## config.mk

```make
export PLATFORM = sky130hd
export DESIGN_NAME = omega_ramp_ctrl
export DESIGN_NICKNAME = d
export VERILOG_FILES = /design/src/rtl/sd_ctrl_pkg.sv /design/src/rtl/tick_prescaler.sv /design/src/rtl/omega_ramp_ctrl.sv
export SDC_FILE = /design/constraint.sdc
export NUM_CORES = 1
export LEC_CHECK = 0
export ABC_AREA = 1
export CORE_MARGIN = 2
export CORE_UTILIZATION = 40
export CTS_BUF_LIST = sky130_fd_sc_hd__clkbuf_4 sky130_fd_sc_hd__clkbuf_8
export CTS_CLUSTER_SIZE = 12
export DETAILED_ROUTE_END_ITERATION = 10
export GPL_TIMING_DRIVEN = 0
export PLACE_DENSITY = 0.66
export SETUP_SLACK_MARGIN = 0.3
export SYNTH_ARGS = -nofsm -noshare
export SYNTH_HDL_FRONTEND = slang
export SYNTH_SLANG_ARGS = --single-unit
```

## constraint.sdc

```tcl
create_clock -name clk -period 6.35 [get_ports clk]
set_input_delay 1.27 -clock clk [delete_from_list [all_inputs] [get_ports clk]]
set_output_delay 1.27 -clock clk [all_outputs]
set_load 0.005 [all_outputs]
```

## src/rtl/sd_ctrl_pkg.sv

```systemverilog
// Shared definitions for the speed-drive control blocks: ramp FSM state
// encoding and the default omega word width.
package sd_ctrl_pkg;

  localparam int OMEGA_BW_DEFAULT = 16;

  typedef enum logic [1:0] {
    ST_IDLE  = 2'd0,
    ST_RAMP  = 2'd1,
    ST_DWELL = 2'd2,
    ST_HOLD  = 2'd3
  } ramp_state_t;

endpackage

```

## src/rtl/tick_prescaler.sv

```systemverilog
// Free-running prescaler: counts 0..TICK_DIV-1 and emits a one-cycle tick
// on the last count, then wraps.
module tick_prescaler #(
  parameter int TICK_DIV = 1024
) (
  input  logic clk,
  input  logic rst,
  output logic tick
);

  localparam int CNT_W = $clog2(TICK_DIV);
  localparam logic [CNT_W-1:0] CNT_LAST = CNT_W'(TICK_DIV - 1);

  logic [CNT_W-1:0] cnt;

  // count register, wraps on the tick cycle
  always_ff @(posedge clk) begin
    if (rst)       cnt <= '0;
    else if (tick) cnt <= '0;
    else           cnt <= cnt + 1'b1;
  end

  assign tick = (cnt == CNT_LAST);

endmodule

```

## src/rtl/omega_ramp_ctrl.sv

```systemverilog
// Omega ramp controller: slews a signed frequency word toward a commanded
// target at a fixed step per prescaler tick, dwelling at zero for a fixed
// number of clocks whenever the rotation direction reverses.
//
//   state    | meaning
//   ---------+----------------------------------------------------------
//   ST_IDLE  | omega at zero target, nothing to do
//   ST_RAMP  | stepping omega toward target on each tick
//   ST_DWELL | omega held at zero during a direction reversal
//   ST_HOLD  | omega parked on a nonzero target
module omega_ramp_ctrl
  import sd_ctrl_pkg::*;
#(
  parameter int OMEGA_BW = OMEGA_BW_DEFAULT,
  parameter int RATE_BW  = 8,
  parameter int TICK_DIV = 1024,
  parameter int DWELL    = 256
) (
  input  logic                       clk,
  input  logic                       rst,
  input  logic                       cmd_valid,
  output logic                       cmd_ready,
  input  logic signed [OMEGA_BW-1:0] cmd_target,
  input  logic        [RATE_BW-1:0]  cmd_rate,
  input  logic                       stop,
  output logic signed [OMEGA_BW-1:0] omega,
  output logic                       at_target,
  output logic                       busy
);

  localparam int DW_W = (DWELL > 1) ? $clog2(DWELL) : 1;
  // Wide enough for target-omega and omega+/-rate without overflow.
  localparam int CW   = ((OMEGA_BW > RATE_BW) ? OMEGA_BW : RATE_BW) + 2;

  localparam logic signed [OMEGA_BW-1:0] OMEGA_NEG_LIM = {1'b1, {(OMEGA_BW-1){1'b0}}};
  localparam logic signed [OMEGA_BW-1:0] OMEGA_NEG_SAT = {1'b1, {(OMEGA_BW-2){1'b0}}, 1'b1};
  localparam logic [DW_W-1:0]            DWELL_LOAD    = DW_W'(DWELL - 1);
  localparam logic [RATE_BW-1:0]         RATE_ONE      = RATE_BW'(1);

  ramp_state_t                state, state_nx;
  logic signed [OMEGA_BW-1:0] omega_q, omega_nx;
  logic signed [OMEGA_BW-1:0] target_q, target_nx;
  logic        [RATE_BW-1:0]  rate_q, rate_nx;
  logic        [DW_W-1:0]     dwell_q, dwell_nx;

  logic                tick;
  logic                accept;
  logic signed [CW-1:0] om_x, tg_x, rate_x, d_x, abs_d, cand_x;
  logic                 in_reach;
  logic                 reverse;

  tick_prescaler #(
    .TICK_DIV (TICK_DIV)
  ) u_prescaler (
    .clk  (clk),
    .rst  (rst),
    .tick (tick)
  );

  assign accept = cmd_valid && cmd_ready;

  // state and datapath registers
  always_ff @(posedge clk) begin
    if (rst) begin
      state    <= ST_IDLE;
      omega_q  <= '0;
      target_q <= '0;
      rate_q   <= RATE_ONE;
      dwell_q  <= '0;
    end else begin
      state    <= state_nx;
      omega_q  <= omega_nx;
      target_q <= target_nx;
      rate_q   <= rate_nx;
      dwell_q  <= dwell_nx;
    end
  end

  // candidate ramp step and direction-reversal detection
  always_comb begin
    om_x   = {{(CW-OMEGA_BW){omega_q[OMEGA_BW-1]}}, omega_q};
    tg_x   = {{(CW-OMEGA_BW){target_q[OMEGA_BW-1]}}, target_q};
    rate_x = $signed({{(CW-RATE_BW){1'b0}}, rate_q});
    d_x    = tg_x - om_x;
    abs_d  = d_x[CW-1] ? -d_x : d_x;
    in_reach = (abs_d <= rate_x);
    if (in_reach)       cand_x = tg_x;
    else if (d_x[CW-1]) cand_x = om_x - rate_x;
    else                cand_x = om_x + rate_x;
    // A step that lands on or past zero while heading to the other side
    // must stop at zero and dwell before the direction flips.
    reverse = (omega_q != '0) && (target_q != '0) &&
              (omega_q[OMEGA_BW-1] != target_q[OMEGA_BW-1]) &&
              ((cand_x == '0) || (cand_x[CW-1] != omega_q[OMEGA_BW-1]));
  end

  // next-state and datapath update
  always_comb begin
    state_nx  = state;
    omega_nx  = omega_q;
    target_nx = target_q;
    rate_nx   = rate_q;
    dwell_nx  = dwell_q;

    case (state)
      ST_RAMP: begin
        if (tick) begin
          if (reverse) begin
            omega_nx = '0;
            state_nx = ST_DWELL;
            dwell_nx = DWELL_LOAD;
          end else if (in_reach) begin
            omega_nx = target_q;
            state_nx = (target_q == '0) ? ST_IDLE : ST_HOLD;
          end else begin
            omega_nx = cand_x[OMEGA_BW-1:0];
          end
        end
      end
      ST_DWELL: begin
        if (dwell_q == '0) state_nx = ST_RAMP;
        else               dwell_nx = dwell_q - 1'b1;
      end
      default: ;
    endcase

    // Stop and new commands act on top of this cycle's step, which still
    // uses the old target; a pending dwell is never cut short.
    if (stop) begin
      target_nx = '0;
      if (state_nx != ST_DWELL && omega_nx != '0) state_nx = ST_RAMP;
    end else if (accept) begin
      target_nx = (cmd_target == OMEGA_NEG_LIM) ? OMEGA_NEG_SAT : cmd_target;
      rate_nx   = (cmd_rate == '0) ? RATE_ONE : cmd_rate;
      if (state_nx != ST_DWELL) state_nx = ST_RAMP;
    end
  end

  // outputs decoded from registered state
  always_comb begin
    cmd_ready = !stop && (state != ST_DWELL);
    busy      = (state == ST_RAMP) || (state == ST_DWELL);
    at_target = (omega_q == target_q) && ((state == ST_IDLE) || (state == ST_HOLD));
    omega     = omega_q;
  end

endmodule

```

* Yosys cells after proc, flatten, opt, wreduce, memory -nomap -nowiden
Index checks and enable logic that the tools add are counted.
Storage, ports and cells: register bits 60, ROM bits 0, bits in latches 0, RAM bits 0, logic and storage cells 74, memories kept 0, input bits 28
Operators by class: div/mod/pow operators 0, bitwise logic cells 1, reductions and logical operators 24, shifts and indexed selects 0, add/subtract/negate cells 6, order comparisons 1, multipliers 0, multiplexer cells 23, eq/ne operators 13
Operators by type and width (number):
- $mux W16 | 5
- $mux W18 | 3
- $reduce_bool A16 Y1 | 3
- $mux W8 | 4
- $le A18 B9 Y1 | 1
- $logic_not A18 Y1 | 1
- $mux W2 | 9
- $neg A17 Y18 | 1
- $add A16 B9 Y17 | 1
- $sub A16 B16 Y17 | 1
- $sub A16 B9 Y17 | 1
- $eq A16 B16 Y1 | 1
- $eq A16 B16 Y1 const B | 1
- $logic_not A16 Y1 | 1
- $logic_not A8 Y1 | 2
- $pmux W8 S2 | 1
- $add A10 B1 Y10 const B | 1
- $eq A10 B10 Y1 const B | 1
- $ne A2 B2 Y1 const B | 5
- $sub A8 B1 Y8 const B | 1
- $logic_and A1 B1 Y1 | 7
- $eq A2 B2 Y1 const B | 2
- $pmux W2 S2 | 1
- $reduce_and A4 Y1 | 1
- 9 further kinds | 13

* Depth between registers and ports, before layout
word-level depth 15, gate-level depth with buffers 48

* Cells and area by module
A second synthesis with hierarchy kept.
Second synthesis, totals: cells, all modules 1044, area total of the unflattened synthesis 6404.9 µm²
By module, submodules not included:
- omega_ramp_ctrl | cells each 986, sequential area each 1001.0 µm², instances 1, area an instance 5943.2 µm²
- tick_prescaler | cells each 58, sequential area each 200.2 µm², instances 1, area an instance 461.7 µm²

* Worst setup path before layout
OpenSTA, ideal clock, no wires.
path type register to register, start point register target_q[0], end point register state[0], arrival 5.040 ns, library setup time 0.132 ns, path slack 1.177 ns, data required time 6.218 ns, stages on the path, launching flop included 43, buffers on the path 2, cell sequence dfxtp_1 > inv_1 > ha_1 > fa_1 > inv_1 > nand3_1 > nand2_2 > nand2_1 > nand2_2 > nand2_1 > nand2_1 > nand2_1 > nand2_4 > inv_1 > clkbuf_1 > o21ai_0 > inv_1 > ha_1 > (+7 left out) > xnor2_1 > nand2_2 > nand2_1 > nor2_1 > nand2_1 > nor2_1 > nand2_1 > nand2_2 > nand2_4 > buf_12 > nand2_4 > nand2_1 > nor2_1 > nand2_1 > nor2_1 > nand2_1 > nand2_1 > a21oi_1
Between the ends: word-level cells in the longest chain between the ends 15, elaborated cells between the ends (all ways) 30, classes of those cells 2 x add/sub; 1 x order compare; 2 x eq/ne; 16 x mux; 9 x reduce/logical
RTL lines:
- from (decl) | RTL line omega_ramp_ctrl.sv:42 | logic signed [OMEGA_BW-1:0] target_q, target_nx;
- from (signal assigned) | RTL line omega_ramp_ctrl.sv:73 | target_q <= target_nx;
- $sub A16 B16 Y17 | RTL line omega_ramp_ctrl.sv:84 | d_x = tg_x - om_x;
- $neg A17 Y18 | RTL line omega_ramp_ctrl.sv:85 | abs_d = d_x[CW-1] ? -d_x : d_x;
- $mux W18 | RTL line omega_ramp_ctrl.sv:85
- $le A18 B9 Y1 | RTL line omega_ramp_ctrl.sv:86 | in_reach = (abs_d <= rate_x);
- $mux W18 | RTL line omega_ramp_ctrl.sv:87 | if (in_reach) cand_x = tg_x;
- $logic_not A18 Y1 / $ne A1 B1 Y1 (equally long branches) | RTL line omega_ramp_ctrl.sv:94 | ((cand_x == '0) || (cand_x[CW-1] != omega_q[OMEGA_BW-1]));
- $logic_or A1 B1 Y1 | RTL line omega_ramp_ctrl.sv:94
- $logic_and A1 B1 Y1 | RTL line omega_ramp_ctrl.sv:93 | (omega_q[OMEGA_BW-1] != target_q[OMEGA_BW-1]) &&
- $mux W2 / $mux W16 (equally long branches) | RTL line omega_ramp_ctrl.sv:108 | if (reverse) begin
- $mux W2 / $mux W16 (equally long branches) | RTL line omega_ramp_ctrl.sv:107 | if (tick) begin
- $pmux W2 S2 / $mux W16 (equally long branches) | RTL line omega_ramp_ctrl.sv:105 | case (state)
- $ne A2 B2 Y1 / $reduce_bool A16 Y1 (equally long branches) | RTL line omega_ramp_ctrl.sv:131, omega_ramp_ctrl.sv:135
- $mux W2 / $logic_and A1 B1 Y1 (equally long branches) | RTL line omega_ramp_ctrl.sv:135, omega_ramp_ctrl.sv:131
- $mux W2, on equally long branches | RTL line omega_ramp_ctrl.sv:132, omega_ramp_ctrl.sv:131
- $mux W2 * | RTL line omega_ramp_ctrl.sv:129 | if (stop) begin
- to (signal assigned) | RTL line omega_ramp_ctrl.sv:71 | state <= state_nx;
- to (decl) | RTL line omega_ramp_ctrl.sv:40 | ramp_state_t state, state_nx;
Mark *: on every way between the ends. The rest lies on a longest branch, timed or not. A chain may end at the register's enable or synchronous reset.

* Worst setup path after layout
Ends and elaborated chain as after synthesis.

==> qor.txt <==
DRC Markers - 0
Vias per cell - 5.016
Syn Nets - 1062
Setup Crit Path Kind - flop to flop
WL/cell - 13.51 um
Most used cell, CP - nand2_1
Final cell count without fillers - 1242
Crit path required time - 6.56 ns
CTS max path bufs - 2
Initial Util - 0.4093
Chip height - 125.9 um
Area growth syn-to-layout - 18.30%
CP Capture Type - flop
GRT overflow - 0
Power Density - 253.3 mW/mm2
Synth area leaders - dfxtp_1, nand2_1, ha_1, inv_1, a21oi_1
Peak VDD IR - 0.2200 mV
Final Hold Fails - 0
Multi-input gate area - 0.004156 mm2
Inserted Clock Buffers - 9
Placed insts - 1213
Max-Cap Viols - 0
First-pass iteration count of the detailed router - 5
# nets final - 1131
Crit-path slowest cell - fa_2
FF/Latch Area - 0.001202 mm2
Yosys reg bits - 60
Setup Skew - 0.01087 ns
Root buf cell - clkbuf_8
Site Rows - 44
Worst slew margin - 0.6323
Largest area contributor in the netlist - dfxtp_1
Final core occ - 0.4842
Die ar. - 0.01586 mm2
Commonest non-fill, non-tap cell in the layout - nand2_1
CP Launch Type - flop
Routability cong. - 0.9133
Mapped cell area - 0.005948 mm2
Worst path max stage delay - 0.38 ns
CP Max Fanout - 10
# IOs - 47
Largest net degree at the start of global routing - 12
Crit path DAT - 5.83 ns
Layout fillers - 1573
Synth Warn # - 0
IO buf count - 45
Most frequent cells in the layout - nand2_1, inv_1, a21oi_1
First-pass GRT wire length - 27.03 mm
Layout cells sized above 1 - 0.1087
CTS HTree Levels - 3
RSZ-0062 raised after global routing - no
Number of global-route vias before repair - 5457
Highest Clock Rate - 177.9 MHz
Number of setup violations in the final report - 0
Syn avg cell area - 6.045 um2
Tcrit/Tclk final - 0.8851
Die width - 125.9 um
DR iter-0 viols - 425
Syn Inst Count - 984
HPWL after detailed placement - 13.68 mm
Antenna cells - 0
Initial antenna violation count - 0
Slew Viols, Final - 0
Seq/Total Area, Yosys - 0.2019
Unique masters post-synth - 46
Leakage power total - 0.003630 uW
Clk sink count - 60
Worst Max-Slew Pin Slew - 0.5474 ns
Antenna-violating nets left - 0
Result of the run - completed
Routed WL - 16.78 mm
Tmin final - 5.620 ns
Worst Hold Class - flop to flop
Vias - 6230
Clk_lat worst skew - 0.35 ns
Core area - 0.01453 mm2
CTS clk-pin slew, worst paths - 0.07 ns
Setup_tns - 0 ns
Top cell type's share of synthesized area - 0.2019
Total track usage - 0.2089
TritonCTS clock tree - done
[power by group]
group          total (uW)  internal [uW]  switching, uW
registers             438            410           27.8
logic                 994            381            613
clock network         350            191            159
[path summary, 6_finish.rpt]
path	from	to	slack, ns	cells past startpoint
worst max-delay path	target_q[0]$_SDFFE_PP0P_	state[0]$_SDFF_PP0_	0.73	43
worst min register to register	u_prescaler.cnt[0]$_SDFF_PP0_	u_prescaler.cnt[0]$_SDFF_PP0_	0.45	1
worst max register to register	target_q[0]$_SDFFE_PP0P_	state[0]$_SDFF_PP0_	0.73	43
worst min-delay path	u_prescaler.cnt[0]$_SDFF_PP0_	u_prescaler.cnt[0]$_SDFF_PP0_	0.45	1
[cell usage after synthesis (all sizes together)]
cell and n:
o41ai 1, dfxtp 60, a21boi 3, a22oi 1, xor2 23, nand3b 4, fa 2, a21oi 82
nor2 90, ha 48, o211ai 2, a211oi 4, inv 145, clkbuf 15, a221oi 1, and2 5
nand2 337, and3 1, or2 1, nand3 60, a31oi 7, buf 6, a21o 1, o21a 1
o21ai 38, or4 2, nor3 10, nor3b 3, nor4 8, o31ai 1, nand4 13, xnor2 9
[metrics by stage]
step           worst slack (ns)  cell area [um2]  total power (uW)  hold WS, ns
2_1_floorplan             1.177             5948              1162       0.4179
3_3_place_gp            -0.2356             6629              1368       0.4316
3_5_place_dp            -0.2514             6629              1377       0.4414
4_1_cts                  0.3031             6839              1734       0.4519
5_1_grt                  0.2885             7037              1941       0.4993
6_report                 0.7297             7037              1782       0.4503
[worst max-delay path: cells and delay by family, from the launching register on]
family / cells / cell delay [ns]
AO/OA/AOI/OAI: 4 / 0.66
adder cells (fa/ha/maj): 3 / 0.92
AND/OR/NAND/NOR: 28 / 2.54
flip-flops: 1 / 0.34
XOR/XNOR: 2 / 0.22
buffers and inverters: 6 / 0.80
[final cells by class]
class,count,area share
plain buffers,21,0.01938
clock buffers,10,0.01956
clock inverters,6,0.009068
inverters,145,0.07735
multi-input cells,758,0.5907
flip-flops and latches,60,0.1709
well taps,184,0.03272
repair buffers,58,0.08037
[layer usage]
metal	track usage	up-vias	part of all wire
li1	-	3298	-
met3	0.02336	12	0.048
met1	0.2985	2759	0.49
met5	0	-	0
met2	0.3403	161	0.45
met4	0.04460	0	0.010
[kinds of logic after synthesis]
kind of cell / count (synthesis) / share of synthesized area
xor gates and xnor gates: 32 / 0.04712
DFF: 60 / 0.2019
adders and majority gates: 50 / 0.1077
buffers and inverters: 166 / 0.1125
and+or+nand+nor: 534 / 0.3992
AOI/OAI and AO/OA: 142 / 0.1315
[timing repair]
action                     in CTS  in global routing
pin swaps                       0                 12
hold buffers                    0                  0
setup endpoints to repair      20                 20
buffers inserted                0                 12
gates cloned                    0                  1
gates resized for setup         8                 31
[sequential cells by signal, summed over array words and instances (netlist names)]
register,flops
omega,16
target_q,16
u_prescaler.cnt,10
dwell_q,8
rate_q,8
state,2
(Power assumes the default switching activity.)
